**src/rtl/return_stack.sv**
```systemverilog
// Return-address LIFO beside the PC path: push on jal, pop on jst with zero-latency top-of-stack read.
// Define RSTACK_WRAP_EN to make a push while full overwrite the oldest entry (circular) instead of being dropped.
module return_stack #(
  parameter int DATA_W = 32,
  parameter int DEPTH  = 16,
  parameter int PTR_W  = 4
) (
  input  logic              clk,
  input  logic              reset,
  input  logic              push,
  input  logic              pop,
  input  logic [DATA_W-1:0] data_in,
  output logic [DATA_W-1:0] data_out,
  output logic [PTR_W:0]    count,
  output logic              empty,
  output logic              full,
  output logic              overflow,
  output logic              underflow
);

  localparam logic [PTR_W-1:0] PTR_ONE = PTR_W'(1);
  localparam logic [PTR_W:0]   CNT_ONE = (PTR_W+1)'(1);
  localparam logic [PTR_W:0]   CNT_MAX = (PTR_W+1)'(DEPTH);

  logic [DATA_W-1:0] mem [DEPTH];
  logic [PTR_W-1:0]  sp;
  logic [PTR_W-1:0]  top;

  logic              mem_we;
  logic [PTR_W-1:0]  mem_waddr;
  logic [PTR_W-1:0]  sp_nxt;
  logic [PTR_W:0]    count_nxt;
  logic              ovf_set;
  logic              udf_set;

  function automatic logic [PTR_W-1:0] ptr_inc(input logic [PTR_W-1:0] p);
    return p + PTR_ONE;
  endfunction

  function automatic logic [PTR_W-1:0] ptr_dec(input logic [PTR_W-1:0] p);
    return p - PTR_ONE;
  endfunction

  assign top      = ptr_dec(sp);
  assign empty    = (count == '0);
  assign full     = (count == CNT_MAX);
  // Read the pre-edge top so the PC mux captures it on the same edge the pop retires it.
  assign data_out = empty ? '0 : mem[top];

  always_comb begin
    mem_we    = 1'b0;
    mem_waddr = sp;
    sp_nxt    = sp;
    count_nxt = count;
    ovf_set   = 1'b0;
    udf_set   = 1'b0;
    case ({push, pop})
      2'b10: begin
        if (!full) begin
          mem_we    = 1'b1;
          sp_nxt    = ptr_inc(sp);
          count_nxt = count + CNT_ONE;
        end else begin
          ovf_set = 1'b1;
`ifdef RSTACK_WRAP_EN
          mem_we  = 1'b1;
          sp_nxt  = ptr_inc(sp);
`endif
        end
      end
      2'b01: begin
        if (!empty) begin
          sp_nxt    = ptr_dec(sp);
          count_nxt = count - CNT_ONE;
        end else begin
          udf_set = 1'b1;
        end
      end
      2'b11: begin
        mem_we = 1'b1;
        if (!empty) begin
          mem_waddr = top;
        end else begin
          // Pop on empty still lets the paired push land.
          udf_set   = 1'b1;
          sp_nxt    = ptr_inc(sp);
          count_nxt = count + CNT_ONE;
        end
      end
      default: ;
    endcase
  end

  always_ff @(posedge clk) begin
    if (reset) begin
      sp        <= '0;
      count     <= '0;
      overflow  <= 1'b0;
      underflow <= 1'b0;
    end else begin
      sp        <= sp_nxt;
      count     <= count_nxt;
      overflow  <= overflow | ovf_set;
      underflow <= underflow | udf_set;
    end
  end

  // Storage is never cleared; stale entries are hidden by the empty mask on data_out.
  always_ff @(posedge clk) begin
    if (mem_we && !reset) begin
      mem[mem_waddr] <= data_in;
    end
  end

endmodule

```
**config.mk**
```make
export PLATFORM = sky130hd
export DESIGN_NAME = return_stack
export DESIGN_NICKNAME = d
export VERILOG_FILES = /design/src/rtl/return_stack.sv
export SDC_FILE = /design/constraint.sdc
export NUM_CORES = 1
export LEC_CHECK = 0
export CAP_MARGIN = 10
export CORE_AREA = 2 2 205 207
export CTS_CLUSTER_DIAMETER = 50
export DETAILED_ROUTE_END_ITERATION = 16
export DIE_AREA = 0 0 207 209
export PLACE_DENSITY = 0.64
export SLEW_MARGIN = 5
export SYNTH_ARGS = -nofsm -noshare
export SYNTH_HDL_FRONTEND = slang
export SYNTH_SLANG_ARGS = --single-unit
```
**constraint.sdc**
```tcl
create_clock -name clk -period 4.4 [get_ports clk]
set_clock_uncertainty 0.1 [all_clocks]
set_input_delay 0.88 -clock clk [delete_from_list [all_inputs] [get_ports clk]]
set_output_delay 0.88 -clock clk [all_outputs]
set_load 0.005 [all_outputs]
```
==> metrics.md <==
| Metric | Value |
|---|---|
| Final wirelength | about 42000 um |
| Logic pwr share | around two fifths |
| Final GP Congestion | roughly 0.75 |
| Most common cell after layout, fill and taps aside | edfxtp_1 |
| Vias | 9442 |
| First-pass GRT wire length | between 60000 and 70000 um |
| TritonCTS clock tree | built |
| Die Y | roughly 210 um |
| Worst-path fanout max | 15 |
| DRT iter0 DRCs | about 740 |
| Max-Cap Viols | 0 |
| Total die area | between 40000 and 50000 um^2 |
| Clock power frac | approximately 26% |
| Status | completed |
| Peak supply drop | between 0.0007 and 0.0008 V |
| Tmin final | between 4 and 5 ns |
| I/O Buffers | 76 |
| Area Growth Syn to Fin | 18.05% |
| Antenna-violating nets left | 0 |
| Hold Crit Class | reg2reg |
| Largest net degree at the start of global routing | between 90 and 100 |
| Layout Utilization | between 50% and 60% |
| Worst Tran Pin Value | roughly 1.0 ns |
| Mean post-synth cell area | around 22 um^2 |
| Post-Route Setup TNS | 0 ns |
| Residual overflow from global routing | 0 |
| WS Path Type | reg2out |
| Crit. End Element | output port |
| Final slew viol count | 0 |
| Final Hold Fails | 0 |
| P_sw | 5528 uW |
| Async SR Flop Fraction | 0% |
| Routed vias/inst | between 5 and 6 |
| Num CTS Buffers | 52 |
| Leak Pwr | 0.007536 uW |
| Dpl cells | 1533 |
| Hold_ws | roughly 0.38 ns |
| Largest stage delay on the critical path | 0.62 ns |
| Die width | ~210 um |
| Final Power | roughly 18000 uW |
| Post-CTS Hold Buffers | 0 |
| Maximum clock insertion buffer count | 3 |
| Syn Inst Count | 917 |
| FMAX | 235.0 MHz |
| Clock Pin Slew Worst Setup and Hold Paths | approximately 0.06 ns |
| WL per Instance | between 20 and 30 um |
| Number of synthesized flops with an enable pin | between 500 and 600 |
| Synth Net Count | around 960 |
| Detail Placement HPWL | 23210 um |
| Row cnt | between 70 and 80 |
| Prevailing post-synth register cell | edfxtp_1 |
| Sequential cell area fraction in the yosys report | 76.95% |
| Power Density | 736.2 nW/um^2 |
| Crit-path cells | nor3_1, xnor2_2, buf_4, mux2i_1, o22ai_1, clkdlybuf4s50_1 |
| H-tree depth | 2 |
| Finished Layout Cells | ~1600 |
| Vias in the first global route | 9711 |
| Fin crit share | about 97% |
| Post_cts resized | 0 |
| Flop pwr share | 33.7% |
| RSZ-0062 raised after global routing | no |
| Initial Util | about half |
| Setup Viol. Count Final | 0 |
| Core Box Area | ~41000 um^2 |
| Post-Syn Area | approximately 20000 um^2 |
| Clock root buffer | clkbuf_16 |
| Sw Share | a little under a third |
| Clk sinks | approximately 520 |
| Global Route Usage Sum | between 10% and 20% |
| Nets@finish | between 1000 and 1500 |
| Initial antenna violation count | 0 |
| Arr. time, crit path | approximately 3.3 ns |
| Slowest-stage cell, CP | dfxtp_1 |
| Ports | 77 |
| Setup crit start kind | flop |
| Syn. warnings | 0 |
| Drt drc | 0 |
| Slew HR | 29.98% |
| Initial DRT Pass Iterations | 8 |
| Synth cell types | 40 |
| Seq cells post-synth | ~520 |
| Ant diodes | 0 |
| Worst skew pair latency | 0.60 ns |
| Layout cell share with drive strength beyond 1 | around a quarter |
| Worst endpoint required time | around 3.4 ns |
| Most frequent cells in the layout | edfxtp_1, mux4_2, clkdlybuf4s50_1, mux2i_1, clkbuf_16 |
| Int Pwr | 12090 uW |
==> registers in the layout (all words and copies together), names as in the netlist <==
signal / count
overflow: 1
sp: 4
count: 5
underflow: 1
mem: 512
==> timing repair <==
| action | in CTS | in global routing |
|---|---|---|
| setup buffers | 1 | 0 |
| hold endpoints to repair | 0 | 0 |
| endpoints found under the setup margin | 2 | 0 |
==> stage by stage <==
stage	setup slack [ns]	area (um^2)
after global routing	0.02260	23930
after CTS	0.1060	23930
final	0.1454	23930
after global placement	0.6268	22140
after floorplan	0.4612	20270
after detailed placement	0.5970	22140
==> power by group through the flow <==
| stage | Clock, uW | Combinational, uW | Sequential [uW] |
|---|---|---|---|
| finish | 4540 | 7140 | 5930 |
| global route | 4830 | 7660 | 5960 |
| CTS | 4630 | 7290 | 5940 |
| detailed placement | 0 | 7200 | 6040 |
| global placement | 0 | 7170 | 6030 |
| floorplan | 0 | 4270 | 5990 |
==> synthesized netlist by cell type (2+ instances only) <==
library cell	n	share of area, %
a211oi_1	2	0.074
a21oi_1	8	0.20
a22oi_1	2	0.074
a31oi_1	4	0.12
buf_1	10	0.19
buf_2	3	0.074
clkbuf_1	38	0.70
dfxtp_1	11	1.1
edfxtp_1	512	76
ha_1	5	0.31
inv_1	8	0.15
mux2i_1	71	3.5
mux4_2	128	14
nand2_1	7	0.13
nand2b_1	2	0.062
nand3_1	4	0.099
nor2_1	29	0.54
nor2b_1	3	0.093
nor3_1	6	0.15
nor3b_1	2	0.074
nor4_1	2	0.062
o21ai_0	3	0.074
o22ai_1	33	1.0
or2_2	2	0.062
or4_4	2	0.11
xnor2_1	6	0.26
==> critical path: cells and delay by family, from the launching register on <==
family | cells | cell delay, ns
xor+xnor | 1 | 0.39
mux | 1 | 0.13
simple gates | 1 | 0.18
buf+inv | 2 | 1.00
compound gates | 1 | 0.35
flops | 1 | 0.62
==> worst paths after layout <==
| check | from | end | slack (ns) | cells past startpoint |
|---|---|---|---|---|
| worst max-delay path | sp[2] | data_out[19] | 0.15 | 6 |
| worst min-delay path | underflow | underflow | 0.38 | 2 |
| worst max register to register | count[0] | mem[11][11] | 1.16 | 6 |
| worst min register to register | underflow | underflow | 0.38 | 2 |
==> area by class of cell <==
| type | count | area (um^2) |
|---|---|---|
| Sequential cell | 523 | 15600 |
| Timing Repair Buffer | 130 | 1266 |
| Inverter | 8 | 30.03 |
| Clock inverter | 35 | 430.4 |
| Fill cell | 3027 | 17360 |
| Clock buffer | 62 | 1339 |
| Multi-Input combinational cell | 334 | 4587 |
| Tap cell | 539 | 674.4 |
==> logic make-up (layout without fill, tap and decap cells) <==
| group | Yosys count | in the layout | synth area share [%] |
|---|---|---|---|
| compound gates | 63 | 63 | 2.037 |
| xor+xnor | 6 | 6 | 0.2593 |
| fa+ha+maj | 6 | 6 | 0.4075 |
| buf+inv | 60 | 235 | 1.167 |
| flops | 523 | 523 | 76.95 |
| mux | 200 | 200 | 17.80 |
| simple gates | 59 | 59 | 1.377 |
==> layer usage <==
layer  share of wire (%)  global-route usage (%)
met5                   0                       0
met4                 1.6                   4.631
met3                 5.8                   3.562
met2                  50                   32.68
met1                  42                   27.74
No activity file was read; power rests on OpenSTA's default activity.
